$ cat src/rtl/debounce_pkg.sv
// Shared types and default constants for the multi-channel debouncer.
package debounce_pkg;

  typedef enum logic [1:0] {
    IDLE_LOW  = 2'd0,
    WAIT_HIGH = 2'd1,
    IDLE_HIGH = 2'd2,
    WAIT_LOW  = 2'd3
  } db_state_t;

  localparam int unsigned DEF_TICK_DIV     = 100000;
  localparam int unsigned DEF_STABLE_TICKS = 10;
  localparam int unsigned DEF_HOLD_TICKS   = 1000;

endpackage

$ cat src/rtl/debounce_channel.sv
// One debouncer channel: 2-FF synchroniser, stability counter, 4-state FSM, edge pulses.
// Optional auto-repeat hold pulse when MULTI_DEBOUNCER_HOLD_EN is defined.
module debounce_channel
  import debounce_pkg::*;
#(
  parameter int unsigned STABLE_TICKS = DEF_STABLE_TICKS
`ifdef MULTI_DEBOUNCER_HOLD_EN
  ,
  parameter int unsigned HOLD_TICKS   = DEF_HOLD_TICKS
`endif
) (
  input  logic clk,
  input  logic reset,
  input  logic tick,
  input  logic sw,
  output logic debounced,
  output logic rise,
`ifdef MULTI_DEBOUNCER_HOLD_EN
  output logic hold,
`endif
  output logic fall
);

  localparam int unsigned CW = $clog2(STABLE_TICKS + 1);
  localparam logic [CW-1:0] C_LAST = CW'(STABLE_TICKS - 1);

  logic          r_s1, r_s2;
  db_state_t     r_state, w_state_nxt;
  logic [CW-1:0] r_cnt, w_cnt_nxt;
  logic          r_deb, w_deb_nxt;
  logic          r_rise, w_rise_nxt;
  logic          r_fall, w_fall_nxt;

  always_ff @(posedge clk or posedge reset) begin
    if (reset) begin
      r_s1    <= 1'b0;
      r_s2    <= 1'b0;
      r_state <= IDLE_LOW;
      r_cnt   <= '0;
      r_deb   <= 1'b0;
      r_rise  <= 1'b0;
      r_fall  <= 1'b0;
    end else begin
      r_s1    <= sw;
      r_s2    <= r_s1;
      r_state <= w_state_nxt;
      r_cnt   <= w_cnt_nxt;
      r_deb   <= w_deb_nxt;
      r_rise  <= w_rise_nxt;
      r_fall  <= w_fall_nxt;
    end
  end

  // A revert of r_s2 is tested before tick so it wins when both coincide.
  always_comb begin
    w_state_nxt = r_state;
    w_cnt_nxt   = r_cnt;
    w_deb_nxt   = r_deb;
    w_rise_nxt  = 1'b0;
    w_fall_nxt  = 1'b0;
    case (r_state)
      IDLE_LOW: begin
        if (r_s2) begin
          w_state_nxt = WAIT_HIGH;
          w_cnt_nxt   = '0;
        end
      end
      WAIT_HIGH: begin
        if (!r_s2) begin
          w_state_nxt = IDLE_LOW;
          w_cnt_nxt   = '0;
        end else if (tick) begin
          if (r_cnt == C_LAST) begin
            w_state_nxt = IDLE_HIGH;
            w_cnt_nxt   = '0;
            w_deb_nxt   = 1'b1;
            w_rise_nxt  = 1'b1;
          end else begin
            w_cnt_nxt = r_cnt + 1'b1;
          end
        end
      end
      IDLE_HIGH: begin
        if (!r_s2) begin
          w_state_nxt = WAIT_LOW;
          w_cnt_nxt   = '0;
        end
      end
      WAIT_LOW: begin
        if (r_s2) begin
          w_state_nxt = IDLE_HIGH;
          w_cnt_nxt   = '0;
        end else if (tick) begin
          if (r_cnt == C_LAST) begin
            w_state_nxt = IDLE_LOW;
            w_cnt_nxt   = '0;
            w_deb_nxt   = 1'b0;
            w_fall_nxt  = 1'b1;
          end else begin
            w_cnt_nxt = r_cnt + 1'b1;
          end
        end
      end
      default: begin
        w_state_nxt = IDLE_LOW;
        w_cnt_nxt   = '0;
      end
    endcase
  end

  assign debounced = r_deb;
  assign rise      = r_rise;
  assign fall      = r_fall;

`ifdef MULTI_DEBOUNCER_HOLD_EN
  localparam int unsigned HW = (HOLD_TICKS > 1) ? $clog2(HOLD_TICKS) : 1;
  localparam logic [HW-1:0] H_LAST = HW'(HOLD_TICKS - 1);

  logic [HW-1:0] r_hcnt, w_hcnt_nxt;
  logic          r_hold, w_hold_nxt;

  always_ff @(posedge clk or posedge reset) begin
    if (reset) begin
      r_hcnt <= '0;
      r_hold <= 1'b0;
    end else begin
      r_hcnt <= w_hcnt_nxt;
      r_hold <= w_hold_nxt;
    end
  end

  always_comb begin
    w_hcnt_nxt = '0;
    w_hold_nxt = 1'b0;
    if (r_state == IDLE_HIGH && w_state_nxt == IDLE_HIGH) begin
      w_hcnt_nxt = r_hcnt;
      if (tick) begin
        if (r_hcnt == H_LAST) begin
          w_hcnt_nxt = '0;
          w_hold_nxt = 1'b1;
        end else begin
          w_hcnt_nxt = r_hcnt + 1'b1;
        end
      end
    end
  end

  assign hold = r_hold;
`endif

endmodule

$ cat src/rtl/multi_debouncer.sv
// N-channel debouncer: shared sample-tick prescaler, per-channel debounce_channel, any_edge flag.
// Define MULTI_DEBOUNCER_HOLD_EN to add the HOLD_TICKS parameter and hold[] auto-repeat port.
module multi_debouncer
  import debounce_pkg::*;
#(
  parameter int unsigned N_CH         = 9,
  parameter int unsigned TICK_DIV     = DEF_TICK_DIV,
  parameter int unsigned STABLE_TICKS = DEF_STABLE_TICKS
`ifdef MULTI_DEBOUNCER_HOLD_EN
  ,
  parameter int unsigned HOLD_TICKS   = DEF_HOLD_TICKS
`endif
) (
  input  logic            clk,
  input  logic            reset,
  input  logic [N_CH-1:0] sw,
  output logic [N_CH-1:0] debounced,
  output logic [N_CH-1:0] rise,
  output logic [N_CH-1:0] fall,
`ifdef MULTI_DEBOUNCER_HOLD_EN
  output logic [N_CH-1:0] hold,
`endif
  output logic            any_edge
);

  localparam int unsigned PW = $clog2(TICK_DIV);
  localparam logic [PW-1:0] P_LAST = PW'(TICK_DIV - 1);

  logic [PW-1:0] r_presc;
  logic          w_tick;
  logic          r_any_edge;

  assign w_tick = (r_presc == P_LAST);

  always_ff @(posedge clk or posedge reset) begin
    if (reset) begin
      r_presc    <= '0;
      r_any_edge <= 1'b0;
    end else begin
      r_presc    <= w_tick ? '0 : r_presc + 1'b1;
      r_any_edge <= |(rise | fall);
    end
  end

  assign any_edge = r_any_edge;

  for (genvar g = 0; g < N_CH; g++) begin : g_ch
    debounce_channel #(
      .STABLE_TICKS(STABLE_TICKS)
`ifdef MULTI_DEBOUNCER_HOLD_EN
      ,
      .HOLD_TICKS  (HOLD_TICKS)
`endif
    ) u_ch (
      .clk       (clk),
      .reset     (reset),
      .tick      (w_tick),
      .sw        (sw[g]),
      .debounced (debounced[g]),
      .rise      (rise[g]),
`ifdef MULTI_DEBOUNCER_HOLD_EN
      .hold      (hold[g]),
`endif
      .fall      (fall[g])
    );
  end

endmodule

$ cat config.mk
export PLATFORM = sky130hd
export DESIGN_NAME = multi_debouncer
export DESIGN_NICKNAME = d
export VERILOG_FILES = /design/src/rtl/debounce_pkg.sv /design/src/rtl/debounce_channel.sv /design/src/rtl/multi_debouncer.sv
export SDC_FILE = /design/constraint.sdc
export NUM_CORES = 1
export LEC_CHECK = 0
export BUFFER_PORTS_ARGS = -buffer_cell sky130_fd_sc_hd__buf_2
export CORE_AREA = 2 2 116 118
export CTS_BUF_LIST = sky130_fd_sc_hd__clkbuf_16
export DETAILED_ROUTE_END_ITERATION = 16
export DIE_AREA = 0 0 118 120
export SYNTH_ARGS = -nofsm -noshare
export SYNTH_HDL_FRONTEND = slang
export SYNTH_SLANG_ARGS = --single-unit
$ cat constraint.sdc
create_clock -name clk -period 4.4 [get_ports clk]
set_input_delay 0.44 -clock clk [delete_from_list [all_inputs] [get_ports clk]]
set_output_delay 0.44 -clock clk [all_outputs]
set_load 0.05 [all_outputs]
==> results.yml <==
run_status:
  status: "complete, no violations"
detailed_routing:
  vias: 3984
  ant_nets: 0
  drtPass1Iterations: 5
  first_iter_violations: 251
  routed_wl_microns: 10600
  via_per_inst: 5.34
  wl_per_cell_microns: 14.2
  post-route-drc-count: 0
synthesis:
  synth_warnings: 0
  ys_types: 46
  yosysTopAreaCellShare_pct: 51.5
  yosys-top-cells-area: "dfrtp_1 52%, ha_1 4.2%, buf_4 4.0%"
  ys_seq_area_share_pct: 51.5
  syn_area_sq_um: 5680
  ys_seq_elements: 117
  synthCells: 534
  synthArstFlopShare_pct: 100
  yosysTopAreaCell: "dfrtp_1"
  synth_nets: 564
  syn_area_per_cell_sq_um: 10.6
  synth-edff-count: 0
  ys.flop_type: "dfrtp_1"
place:
  hpwl_microns: 6950
  portBuffers: 38
  place_ws_ns: 1.98
  place_congestion: 0.801
  placed_cell_area_sq_um: 5840
power:
  p_leak_nw: 2.92
  vdd_ir_drop_max_mv: 0.269
  cellPowerDensity_nw_per_um2: 365
final_layout:
  diodes: 0
  drive_gt1_share_pct: 14.4
  layout_commonest_cell: "dfrtp_1"
  regArea_sq_um: 2930
  area_growth_pct: 11.5
  mostFrequentLayoutCells: "117 x dfrtp_1, 38 x nor2_1, 38 x buf_2"
  design_area_sq_um: 6340
  final_nets: 587
  fill_cells: 1183
  multiInputGateArea_sq_um: 2400
  finish.utilization_pct: 48.8
timing:
  skew_ns: 0.00698
  grt_setup_unrepaired: "no"
  timing.final.ws_setup_ns: 2.01
  maxSlewHeadroom_pct: 57.7
  period_minus_slack_ns: 2.39
  period_share_pct: 54.3
  fin_tns_setup_ns: 0
  worst_hold_slack_ns: 0.0771
  worst_pin_slew_ns: 0.634
  slew_violations: 0
  max_freq_ghz: 0.419
  finalSetupViolCount: 0
  hold_violations: 0
floorplan:
  fp.coreArea_sq_um: 13000
  die_y_microns: 120
  rows: 42
  io_pins: 39
  start_util_pct: 43.8
  die_area_sq_um: 14200
  die_w_microns: 118
critical_path:
  crit_start: "r_presc[0]"
  crit_slowest_cell: "or4_1"
  ff2ff_setup_slack_ns: 2.01
  cp_max_fo: 42
  crit_chain: "ha_1 > and4_1 > nand4_4 > or4_1 > nand3_1"
  timing.rr.start: "r_presc[0]"
  arrival_ns: 2.74
  critPathMaxStageDelay_ns: 0.69
  crit_end: "g_ch[0].u_ch.r_cnt[3]"
  rr_endpoint: "g_ch[0].u_ch.r_cnt[3]"
  cp.required_ns: 4.75
  start_kind: "flop"
  critPathKind: "reg2reg"
  rr_worst_depth: 5
  end_kind: "flop"
clock_tree:
  cts_sinks: 117
  ctsResizeCount: 0
  ctsHoldBuffers: 0
  clockBufferDepth: 2
  cts_setup_buffers: 0
  h-tree-depth: 4
  cts-root-buf: "clkbuf_16"
  cts_tree: "done"
  cts_buffers: 17
  insertion_delay_ns: 0.41
  clkTransAtPathRegs_ns: 0.05
global_routing:
  grt_pass1_vias: 3945
  grt_util_met1_pct: 19.9
  top_usage_layer: "met2"
  grt-ovfl-total: 0
  use_met2_pct: 27.4
  grt_use_met3_pct: 5.09
  grt_use_total_pct: 16.5
  grt_max_degree: 43
  antenna_found_initial: 0
  grt_first_pass_wirelength_microns: 18500
flow_run:
  maxCapViolCount: 0
worst_hold_path:
  min_path_type: "in2async"
[worst min-delay path by stage]
stage | startpoint | endpoint | slack (ns) | cells past startpoint
after floorplan | g_ch[0].u_ch.r_s1 | g_ch[0].u_ch.r_s2 | 0.33 | 0
after global placement | g_ch[8].u_ch.r_s1 | g_ch[8].u_ch.r_s2 | 0.34 | 0
after detailed placement | g_ch[7].u_ch.r_s1 | g_ch[7].u_ch.r_s2 | 0.33 | 0
after CTS | reset | g_ch[4].u_ch.r_s1 | 0.09 | 2
after global routing | sw[8] | g_ch[8].u_ch.r_s1 | 0.11 | 1
final | reset | g_ch[4].u_ch.r_s1 | 0.08 | 2
[sequential cells by signal, indices dropped and copies added (netlist names), named ones only]
signal,cells
any_edge,1
g_ch.u_ch.fall,9
g_ch.u_ch.r_state,9
g_ch.u_ch.r_s1,9
g_ch.u_ch.rise,9
r_presc,17
g_ch.u_ch.r_s2,9
g_ch.u_ch.r_cnt,36
g_ch.u_ch.debounced,9
[cell usage after synthesis, types with 2 or more instances]
cell,n
and3_1,4
nand4_1,3
o21ai_0,32
ha_1,19
a2bb2oi_1,5
nor3_1,10
a21oi_1,3
o221ai_1,9
a21boi_0,2
mux2i_1,10
o21ai_1,6
nor2_1,38
buf_6,2
o211ai_1,17
or4_1,9
and4_1,4
nor2b_1,7
xor2_1,16
mux2_2,8
nor3b_1,2
nor4_1,3
nand3_1,34
clkbuf_1,2
nand2_1,37
and3b_1,9
and4bb_2,2
a32oi_1,3
and2_1,19
a41oi_1,2
inv_1,21
o22ai_1,10
xnor2_1,7
nand4b_1,2
buf_4,30
nand3b_1,3
or3_1,5
dfrtp_1,117
nand2b_1,14
[metal layers]
layer  up-vias  wire length, microns
met5         -                     0
met4         0                   139
met3        13                   403
met2        67                  5160
met1      1968                  4870
li1       1936                     -
[power breakdown]
group / internal (W) / total [W] / switching (W)
sequential: 0.00109 / 0.00110 / 0.0000144
combinational: 0.0000149 / 0.0000550 / 0.0000401
clock: 0.000696 / 0.00116 / 0.000460
total: 0.00180 / 0.00232 / 0.000515
[logic make-up after synthesis]
group	share of synthesized area, %
DFF	51.5
and+or+nand+nor	20.6
adders and majority gates	4.18
buffers and inverters	6.30
xor gates and xnor gates	3.54
AOI/OAI and AO/OA	10.3
muxes	3.61
[final cells by class]
cell class | instances | area share, %
clock inverters | 15 | 1.16
flip-flops and latches | 117 | 46.2
clock buffers | 17 | 6.71
multi-input cells | 359 | 37.8
inverters | 21 | 1.28
well taps | 176 | 3.47
repair buffers | 41 | 3.36
[per-stage QoR]
step | power (W) | instances
3_5_place_dp | 0.00118 | 714
2_1_floorplan | 0.00116 | 534
4_1_cts | 0.00235 | 746
6_report | 0.00232 | 746
5_1_grt | 0.00241 | 746
3_3_place_gp | 0.00118 | 714
[critical path, delay by kind of cell (launching register included)]
family,cells,cell delay (ns)
fa+ha+maj,1,0.22
flops,1,0.38
simple gates,4,1.72
Note: power is estimated with default switching activity, not from simulation.
